$ cat src/rtl/audio_frame_serializer_if.sv
// Sample/serial bundle between the music player and the codec-side
// serializer. The player side drives the sample and enable and receives
// the frame request, the serial pins and the underrun flag.
interface audio_frame_serializer_if;
  logic        enable;
  logic [15:0] sample_in;
  logic        sample_valid;
  logic        new_frame;
  logic        bclk;
  logic        lrclk;
  logic        sdata;
  logic        underrun;

  modport master (
    output enable,
    output sample_in,
    output sample_valid,
    input  new_frame,
    input  bclk,
    input  lrclk,
    input  sdata,
    input  underrun
  );

  modport slave (
    input  enable,
    input  sample_in,
    input  sample_valid,
    output new_frame,
    output bclk,
    output lrclk,
    output sdata,
    output underrun
  );
endinterface

$ cat src/rtl/audio_frame_serializer.sv
// Codec-side serial audio transmitter. Divides clk down to a bit clock,
// runs a 32-slot frame (16 left + 16 right, left-justified, MSB first),
// requests one mono sample per frame and sends it in both channels.
// Every output is a flop; all slot updates happen on bclk falling
// transitions so sdata/lrclk are stable around each rising bclk.
module audio_frame_serializer #(
  parameter int BCLK_HALF = 4
) (
  input  logic                     clk,
  input  logic                     reset,
  audio_frame_serializer_if.slave  bus
);

  localparam int                DIV_W    = (BCLK_HALF > 2) ? $clog2(BCLK_HALF) : 1;
  localparam logic [DIV_W-1:0]  DIV_LAST = DIV_W'(BCLK_HALF - 1);
  localparam logic [DIV_W-1:0]  DIV_ONE  = DIV_W'(1);

  // Registered state
  logic [DIV_W-1:0] div_r;
  logic             bclk_r;
  logic [4:0]       bit_cnt_r;
  logic             lrclk_r;
  logic             sdata_r;
  logic             new_frame_r;
  logic             underrun_r;
  logic [15:0]      sample_r;
  logic             fresh_r;

  // Next-state values
  logic [DIV_W-1:0] div_nxt_s;
  logic             bclk_nxt_s;
  logic [4:0]       bit_cnt_nxt_s;
  logic             lrclk_nxt_s;
  logic             sdata_nxt_s;
  logic             new_frame_nxt_s;
  logic             underrun_nxt_s;
  logic [15:0]      sample_nxt_s;
  logic             fresh_nxt_s;

  // Decoded events
  logic             div_wrap_s;
  logic             fall_s;
  logic [4:0]       bit_cnt_inc_s;
  logic             frame_req_s;
  logic             latch_s;
  logic             take_s;

  // Serial bit carried by a slot: slots 0..15 and 16..31 both walk the
  // sample from bit 15 down to bit 0, so only the low four slot bits matter.
  function automatic logic slot_bit(input logic [15:0] smp, input logic [4:0] slot);
    logic [3:0] idx;
    idx = 4'd15 - slot[3:0];
    return smp[idx];
  endfunction

  // Event decode: divider wrap, bclk fall event, request and latch points
  always_comb begin
    div_wrap_s    = (div_r == DIV_LAST);
    fall_s        = div_wrap_s & bclk_r;
    bit_cnt_inc_s = bit_cnt_r + 5'd1;
    frame_req_s   = fall_s & (bit_cnt_inc_s == 5'd31);
    latch_s       = fall_s & (bit_cnt_inc_s == 5'd0);
    // A pulse in the latch cycle itself still counts as a fresh sample
    take_s        = fresh_r | bus.sample_valid;
  end

  // Next-state computation for timing, sample capture and serial outputs
  always_comb begin
    div_nxt_s       = div_r;
    bclk_nxt_s      = bclk_r;
    bit_cnt_nxt_s   = bit_cnt_r;
    lrclk_nxt_s     = lrclk_r;
    sdata_nxt_s     = sdata_r;
    underrun_nxt_s  = underrun_r;
    sample_nxt_s    = sample_r;
    fresh_nxt_s     = fresh_r;
    new_frame_nxt_s = frame_req_s;

    if (div_wrap_s) begin
      div_nxt_s  = '0;
      bclk_nxt_s = ~bclk_r;
    end else begin
      div_nxt_s  = div_r + DIV_ONE;
      bclk_nxt_s = bclk_r;
    end

    // The request cycle restarts the freshness window; a pulse coincident
    // with the request is already inside that window.
    if (new_frame_r) begin
      fresh_nxt_s = bus.sample_valid;
    end else if (bus.sample_valid) begin
      fresh_nxt_s = 1'b1;
    end else begin
      fresh_nxt_s = fresh_r;
    end

    if (latch_s && take_s) begin
      sample_nxt_s = bus.sample_in;
    end else begin
      sample_nxt_s = sample_r;
    end

    // Missing sample is only an error while actually transmitting
    if (latch_s && !take_s && bus.enable) begin
      underrun_nxt_s = 1'b1;
    end else begin
      underrun_nxt_s = underrun_r;
    end

    if (fall_s) begin
      bit_cnt_nxt_s = bit_cnt_inc_s;
      lrclk_nxt_s   = bit_cnt_inc_s[4];
      if (bus.enable) begin
        // Uses the just-captured sample so the MSB leaves on the latch edge
        sdata_nxt_s = slot_bit(sample_nxt_s, bit_cnt_inc_s);
      end else begin
        sdata_nxt_s = 1'b0;
      end
    end else begin
      bit_cnt_nxt_s = bit_cnt_r;
      lrclk_nxt_s   = lrclk_r;
      sdata_nxt_s   = sdata_r;
    end
  end

  // State register with synchronous reset; reset parks the slot counter
  // at 30 so the first request comes one bit period after release
  always_ff @(posedge clk) begin
    if (reset) begin
      div_r       <= '0;
      bclk_r      <= 1'b0;
      bit_cnt_r   <= 5'd30;
      lrclk_r     <= 1'b1;
      sdata_r     <= 1'b0;
      new_frame_r <= 1'b0;
      underrun_r  <= 1'b0;
      sample_r    <= 16'h0000;
      fresh_r     <= 1'b0;
    end else begin
      div_r       <= div_nxt_s;
      bclk_r      <= bclk_nxt_s;
      bit_cnt_r   <= bit_cnt_nxt_s;
      lrclk_r     <= lrclk_nxt_s;
      sdata_r     <= sdata_nxt_s;
      new_frame_r <= new_frame_nxt_s;
      underrun_r  <= underrun_nxt_s;
      sample_r    <= sample_nxt_s;
      fresh_r     <= fresh_nxt_s;
    end
  end

  assign bus.bclk      = bclk_r;
  assign bus.lrclk     = lrclk_r;
  assign bus.sdata     = sdata_r;
  assign bus.new_frame = new_frame_r;
  assign bus.underrun  = underrun_r;

endmodule
$ cat src/flat_wrapper.sv
// flat-port wrapper written by rule: the top's interface ports become plain ports
module audio_frame_serializer_flat 
#(
  parameter int BCLK_HALF = 4
)
  (clk, reset, bus_enable, bus_sample_in, bus_sample_valid, bus_new_frame, bus_bclk, bus_lrclk, bus_sdata, bus_underrun);
  audio_frame_serializer_if bus_i ();
  input  logic clk;
  input  logic reset;
  input wire logic [$bits(bus_i.enable)-1:0] bus_enable;
  input wire logic [$bits(bus_i.sample_in)-1:0] bus_sample_in;
  input wire logic [$bits(bus_i.sample_valid)-1:0] bus_sample_valid;
  output wire logic [$bits(bus_i.new_frame)-1:0] bus_new_frame;
  output wire logic [$bits(bus_i.bclk)-1:0] bus_bclk;
  output wire logic [$bits(bus_i.lrclk)-1:0] bus_lrclk;
  output wire logic [$bits(bus_i.sdata)-1:0] bus_sdata;
  output wire logic [$bits(bus_i.underrun)-1:0] bus_underrun;
  assign bus_i.enable = bus_enable;
  assign bus_i.sample_in = bus_sample_in;
  assign bus_i.sample_valid = bus_sample_valid;
  assign bus_new_frame = bus_i.new_frame;
  assign bus_bclk = bus_i.bclk;
  assign bus_lrclk = bus_i.lrclk;
  assign bus_sdata = bus_i.sdata;
  assign bus_underrun = bus_i.underrun;
  audio_frame_serializer #(.BCLK_HALF(BCLK_HALF)) u_core (.clk(clk), .reset(reset), .bus(bus_i));
endmodule
$ cat config.mk
export PLATFORM = sky130hd
export DESIGN_NAME = audio_frame_serializer_flat
export DESIGN_NICKNAME = d
export VERILOG_FILES = /design/src/rtl/audio_frame_serializer_if.sv /design/src/rtl/audio_frame_serializer.sv /design/src/flat_wrapper.sv
export SDC_FILE = /design/constraint.sdc
export NUM_CORES = 1
export LEC_CHECK = 0
export CAP_MARGIN = 20
export CORE_ASPECT_RATIO = 2
export CORE_MARGIN = 1
export CORE_UTILIZATION = 50
export CTS_CLUSTER_SIZE = 28
export DETAILED_ROUTE_END_ITERATION = 12
export HOLD_SLACK_MARGIN = 0.03
export PLACE_DENSITY = 0.77
export SYNTH_ARGS = -nofsm -noshare
export SYNTH_HDL_FRONTEND = slang
export SYNTH_SLANG_ARGS = --single-unit
$ cat constraint.sdc
create_clock -name clk -period 3.51 [get_ports clk]
set_clock_uncertainty 0.05 [all_clocks]
set_input_delay 0.702 -clock clk [delete_from_list [all_inputs] [get_ports clk]]
set_output_delay 0.702 -clock clk [all_outputs]
set_load 0.005 [all_outputs]
======== After elaboration in Yosys (flattened, before gate mapping) ========
Cells that the tools add are included.
storage, ports and cells
  word-level logic and storage cells ...... 33
  output and inout bits ................... 5
  register bits after elaboration ......... 29
  bits of input ports ..................... 20
operators by class
  reductions and logical operators ........ 7
  $add $sub $neg .......................... 3
  bitwise operators ....................... 5
  mux-type cells .......................... 6
  magnitude comparators ................... 1
  equality and inequality tests ........... 2
operators with widths
  cell                 number
  $mux 16              1
  $add 5x1->5 const B  1
  $eq 5x5->1 const B   1
  $logic_not 5->1      1
  $lt 4x5->1 const B   1
  $bmux 1 s4           1
  $mux 1               4
  $sub 4x4->4 const A  1
  $and 1x1->1          3
  $logic_and 1x1->1    3
  $add 2x1->2 const B  1
  $eq 2x2->1 const B   1
  $reduce_bool 2->1    1
  $reduce_or 2->1      1
  $logic_not 1->1      1
  $not 1->1            1
  $or 1x1->1           1

======== Longest topological paths before layout ========
  word-level depth ........................ 8
  gate-level depth with buffers ........... 8
  gate-level depth less buffers ........... 7

======== Least setup slack after synthesis ========
Ideal clock, no wire load.
  path kind ............................... reg2reg
  from .................................... register u_core.bit_cnt_r[0]
  to ...................................... register u_core.sdata_r, in the netlist u_core.bus.sdata
  buffers on the path ..................... 1
  data required time ...................... 3336 ps
  cell stages (with the launch flop) ...... 8
  arrival ................................. 2303 ps
  library setup time ...................... 124 ps
  path slack .............................. 1033 ps
  cell sequence ........................... dfxtp_1 > ha_1 > clkbuf_1 > a31oi_1 > nor4_4 > mux2i_1 > o211ai_1 > a2111o_1
on the way
  longest elaborated chain between the ends .. 8
RTL lines
  what                              line                           RTL
  from (decl)                       audio_frame_serializer.sv:21   logic [4:0] bit_cnt_r;
  from (signal assigned)            audio_frame_serializer.sv:142  bit_cnt_r <= bit_cnt_nxt_s;
  $add 5x1->5 (*)                   audio_frame_serializer.sv:60   bit_cnt_inc_s = bit_cnt_r + 5'd1;
  $logic_not 5->1                   audio_frame_serializer.sv:62   latch_s = fall_s & (bit_cnt_inc_s == 5'd0);
  $and 1x1->1                       audio_frame_serializer.sv:62
  $logic_and 1x1->1                 audio_frame_serializer.sv:97   if (latch_s && take_s) begin
  $mux 16                           audio_frame_serializer.sv:97
  $bmux 1 s4 (*)                    audio_frame_serializer.sv:53   return smp[idx];
  $mux 1 (not written as such) (*)  audio_frame_serializer.sv:53
  $mux 1 (*)                        audio_frame_serializer.sv:113  if (bus.enable) begin
  to (signal assigned)              audio_frame_serializer.sv:144  sdata_r <= sdata_nxt_s;
  to (decl)                         audio_frame_serializer.sv:23   logic sdata_r;
Every way passes the cells marked *; elsewhere a longest branch is shown, timed or not. The select of a mux whose other input is x is not followed.
A chain may end at the register's enable or synchronous reset.

======== Final worst setup path ========
Ends and elaborated chain as after synthesis.

==> results.yml <==
sta:
  setup_viol: 0
  fin_setup_tns_ns: 0
  max_freq_mhz: 368
  finalCritPeriodShare: 0.774
  relSlewSlack: 0.632
  worstMarginPinSlew_ns: 0.548
  layout_min_cycle_time_ns: 2.72
  finalMaxSlewViolations: 0
  finalHoldViolCount: 0
  setup_ws_ns: 0.792
  rsz0062_at_grt: "no"
setup_path:
  cp.required_ns: 3.62
  path_cells: "ha_1, a31oi_1, or4_1, nand3_1, o211ai_1, a2111o_1"
  critPathSlowestCell: "or4_1"
  crit_fanout: 12
  critPathMaxStageDelay_ns: 0.77
  path_class: "reg2reg"
  worstSetupStartpointType: "flop"
  worstPathArrival_ns: 2.83
  crit_path_end_kind: "flop"
drt:
  first_pass_iters: 4
  viasPerCell: 5.59
  drtIter0Drc: 67
  wirelength_mm: 2.71
  drc: 0
  wl_per_cell_um: 13.5
  antenna_left: 0
  num_vias: 1118
clocking:
  post_cts_buffers: 0
  insertion_delay_ns: 0.27
  clk_pin_slew_ns: 0.09
  cts_resized: 0
  hold_buffers: 0
  numCtsBuffers: 3
  cts.htree.levels: 1
  clock-root-buffer: "clkbuf_8"
  cts.path.max_buffers: 2
  clock-sinks: 28
  cts_tree: "built"
power:
  ir_drop_uv: 238
  fin_total_pwr_mw: 0.563
  p_leak_nw: 0.544
  powerDensity_nw_per_um2: 348
synth:
  synthFlopType: "dfxtp_1"
  yosys-top-cells-area: "dfxtp_1 (43%), nand2_1 (7.1%), a21oi_1 (4.6%)"
  synth_cell_types: 36
  seq_area_frac_synth: 0.425
  synth_most_common_cell: "dfxtp_1"
  synth_fp_nets: 176
  synth-seq-cells: 28
  synth_area_um2: 1320
  yosysTopAreaCellShare: 0.425
  synth_cells: 152
  synth.avg_cell_area_um2: 8.68
  synth_common_cells: "dfxtp_1 (28), nand2_1 (25), nor2_1 (14), a21oi_1 (12)"
  async_flop_share: 0
  yosys_warnings: 0
  synth_edf_count: 0
  yosysTopAreaCell: "dfxtp_1"
floorplanning:
  core_region_area_um2: 2540
  dieWidth_um: 38.3
  ios: 25
  die_area_um2: 2860
  fp-row-count: 26
  die_y_um: 74.6
  start_util: 0.520
global_routing:
  grt_max_degree: 29
  grt_first_pass_wirelength_mm: 4.33
  grt_use_total: 0.212
  grt_pass1_vias: 1014
  antenna_found_initial: 0
  grt_overflow_total: 0
finish:
  area_growth_syn_to_layout_pct: 22.6
  top_register: "u_core.sample_r"
  n_antenna_cell: 0
  reg_top3: "u_core.sample_r: 16 flops, u_core.bit_cnt_r: 4 flops, u_core.div_r: 2 flops"
  fin_nets: 197
  drive_gt1_frac: 0.0640
  largest_reg_flops: 16
worst_hold_path:
  holdCritPathClass: "reg2reg"
place:
  port_buffers: 24
  post-place-ws_ns: 0.692
  gp_congestion: 0.911
  hpwl_mm: 2.06
flow_run:
  drv_cap: 0
status:
  status: "completed"
==> metrics by stage <==
stage | hold WS, ns | area [um2] | util | cells
2_1_floorplan | 0.354 | 1320 | - | 152
3_3_place_gp | 0.362 | 1560 | 0.615 | 196
3_5_place_dp | 0.383 | 1560 | 0.615 | 196
4_1_cts | 0.396 | 1620 | 0.637 | 200
5_1_grt | 0.432 | 1620 | 0.637 | 200
6_report | 0.385 | 1620 | 0.637 | 200
==> area by class of cell <==
cell class / count / area, um2
Clock buffer: 4 / 55.1
Fill cell: 234 / 921
Inverter: 2 / 7.51
Multi-Input combinational cell: 112 / 703
Sequential cell: 28 / 561
Tap cell: 28 / 35.0
Timing Repair Buffer: 26 / 255
==> cell families (layout without fill, tap and decap cells) <==
family / count (synthesis) / count (layout) / synth area share
AOI/OAI and AO/OA: 28 / 28 / 0.144
xor gates and xnor gates: 9 / 9 / 0.0598
adders and majority gates: 4 / 4 / 0.0380
buffers and inverters: 12 / 32 / 0.0418
DFF: 28 / 28 / 0.425
muxes: 6 / 6 / 0.0465
and+or+nand+nor: 65 / 65 / 0.245
==> where the power goes <==
| group | switching, mW | internal [mW] | leakage, nW |
|---|---|---|---|
| clock network | 0.0946 | 0.100 | 0.0288 |
| logic | 0.0155 | 0.0270 | 0.289 |
| registers | 0.00297 | 0.322 | 0.227 |
==> layer usage <==
metal  track usage  wire (um)  up-vias
met5             0          0        -
met4        0.0992         65        0
met3        0.0177         83        7
met2         0.390       1490       33
met1         0.230       1070      510
li1              -          -      568
==> layout by cell type, fill, tap and decap left out, types with 2 or more instances in the layout <==
| master | n |
|---|---|
| dfxtp_1 | 28 |
| nand2_1 | 25 |
| clkdlybuf4s50_1 | 24 |
| nor2_1 | 14 |
| a21oi_1 | 12 |
| nor3_1 | 7 |
| xnor2_1 | 5 |
| mux2i_1 | 5 |
| xor2_1 | 4 |
| ha_1 | 4 |
| clkbuf_8 | 4 |
| nor3b_1 | 3 |
| o21ai_0 | 3 |
| inv_1 | 2 |
| a31oi_1 | 2 |
| and2_1 | 2 |
| nand3_1 | 2 |
| nand4_1 | 2 |
| nor2b_1 | 2 |
| a2111o_1 | 2 |
| or4_1 | 2 |
| a211oi_1 | 2 |
| nand2b_1 | 2 |
| buf_4 | 2 |
==> worst max-delay path: cells and delay by family (launching register included) <==
| family | cells | cell delay, ns |
|---|---|---|
| adders and majority gates | 1 | 0.34 |
| and+or+nand+nor | 2 | 0.93 |
| DFF | 1 | 0.51 |
| AOI/OAI and AO/OA | 3 | 0.76 |
==> path summary, 6_finish.rpt <==
path	from	end	slack, ns	depth (start not counted)
max reg2reg	u_core.bit_cnt_r[0]$_SDFFE_PP0P_	u_core.bus.sdata$_SDFFE_PP0P_	0.79	6
max	u_core.bit_cnt_r[0]$_SDFFE_PP0P_	u_core.bus.sdata$_SDFFE_PP0P_	0.79	6
min	u_core.div_r[0]$_SDFF_PP0_	u_core.div_r[0]$_SDFF_PP0_	0.38	1
min reg2reg	u_core.div_r[0]$_SDFF_PP0_	u_core.div_r[0]$_SDFF_PP0_	0.38	1
Power figures use the tool's default switching activity.
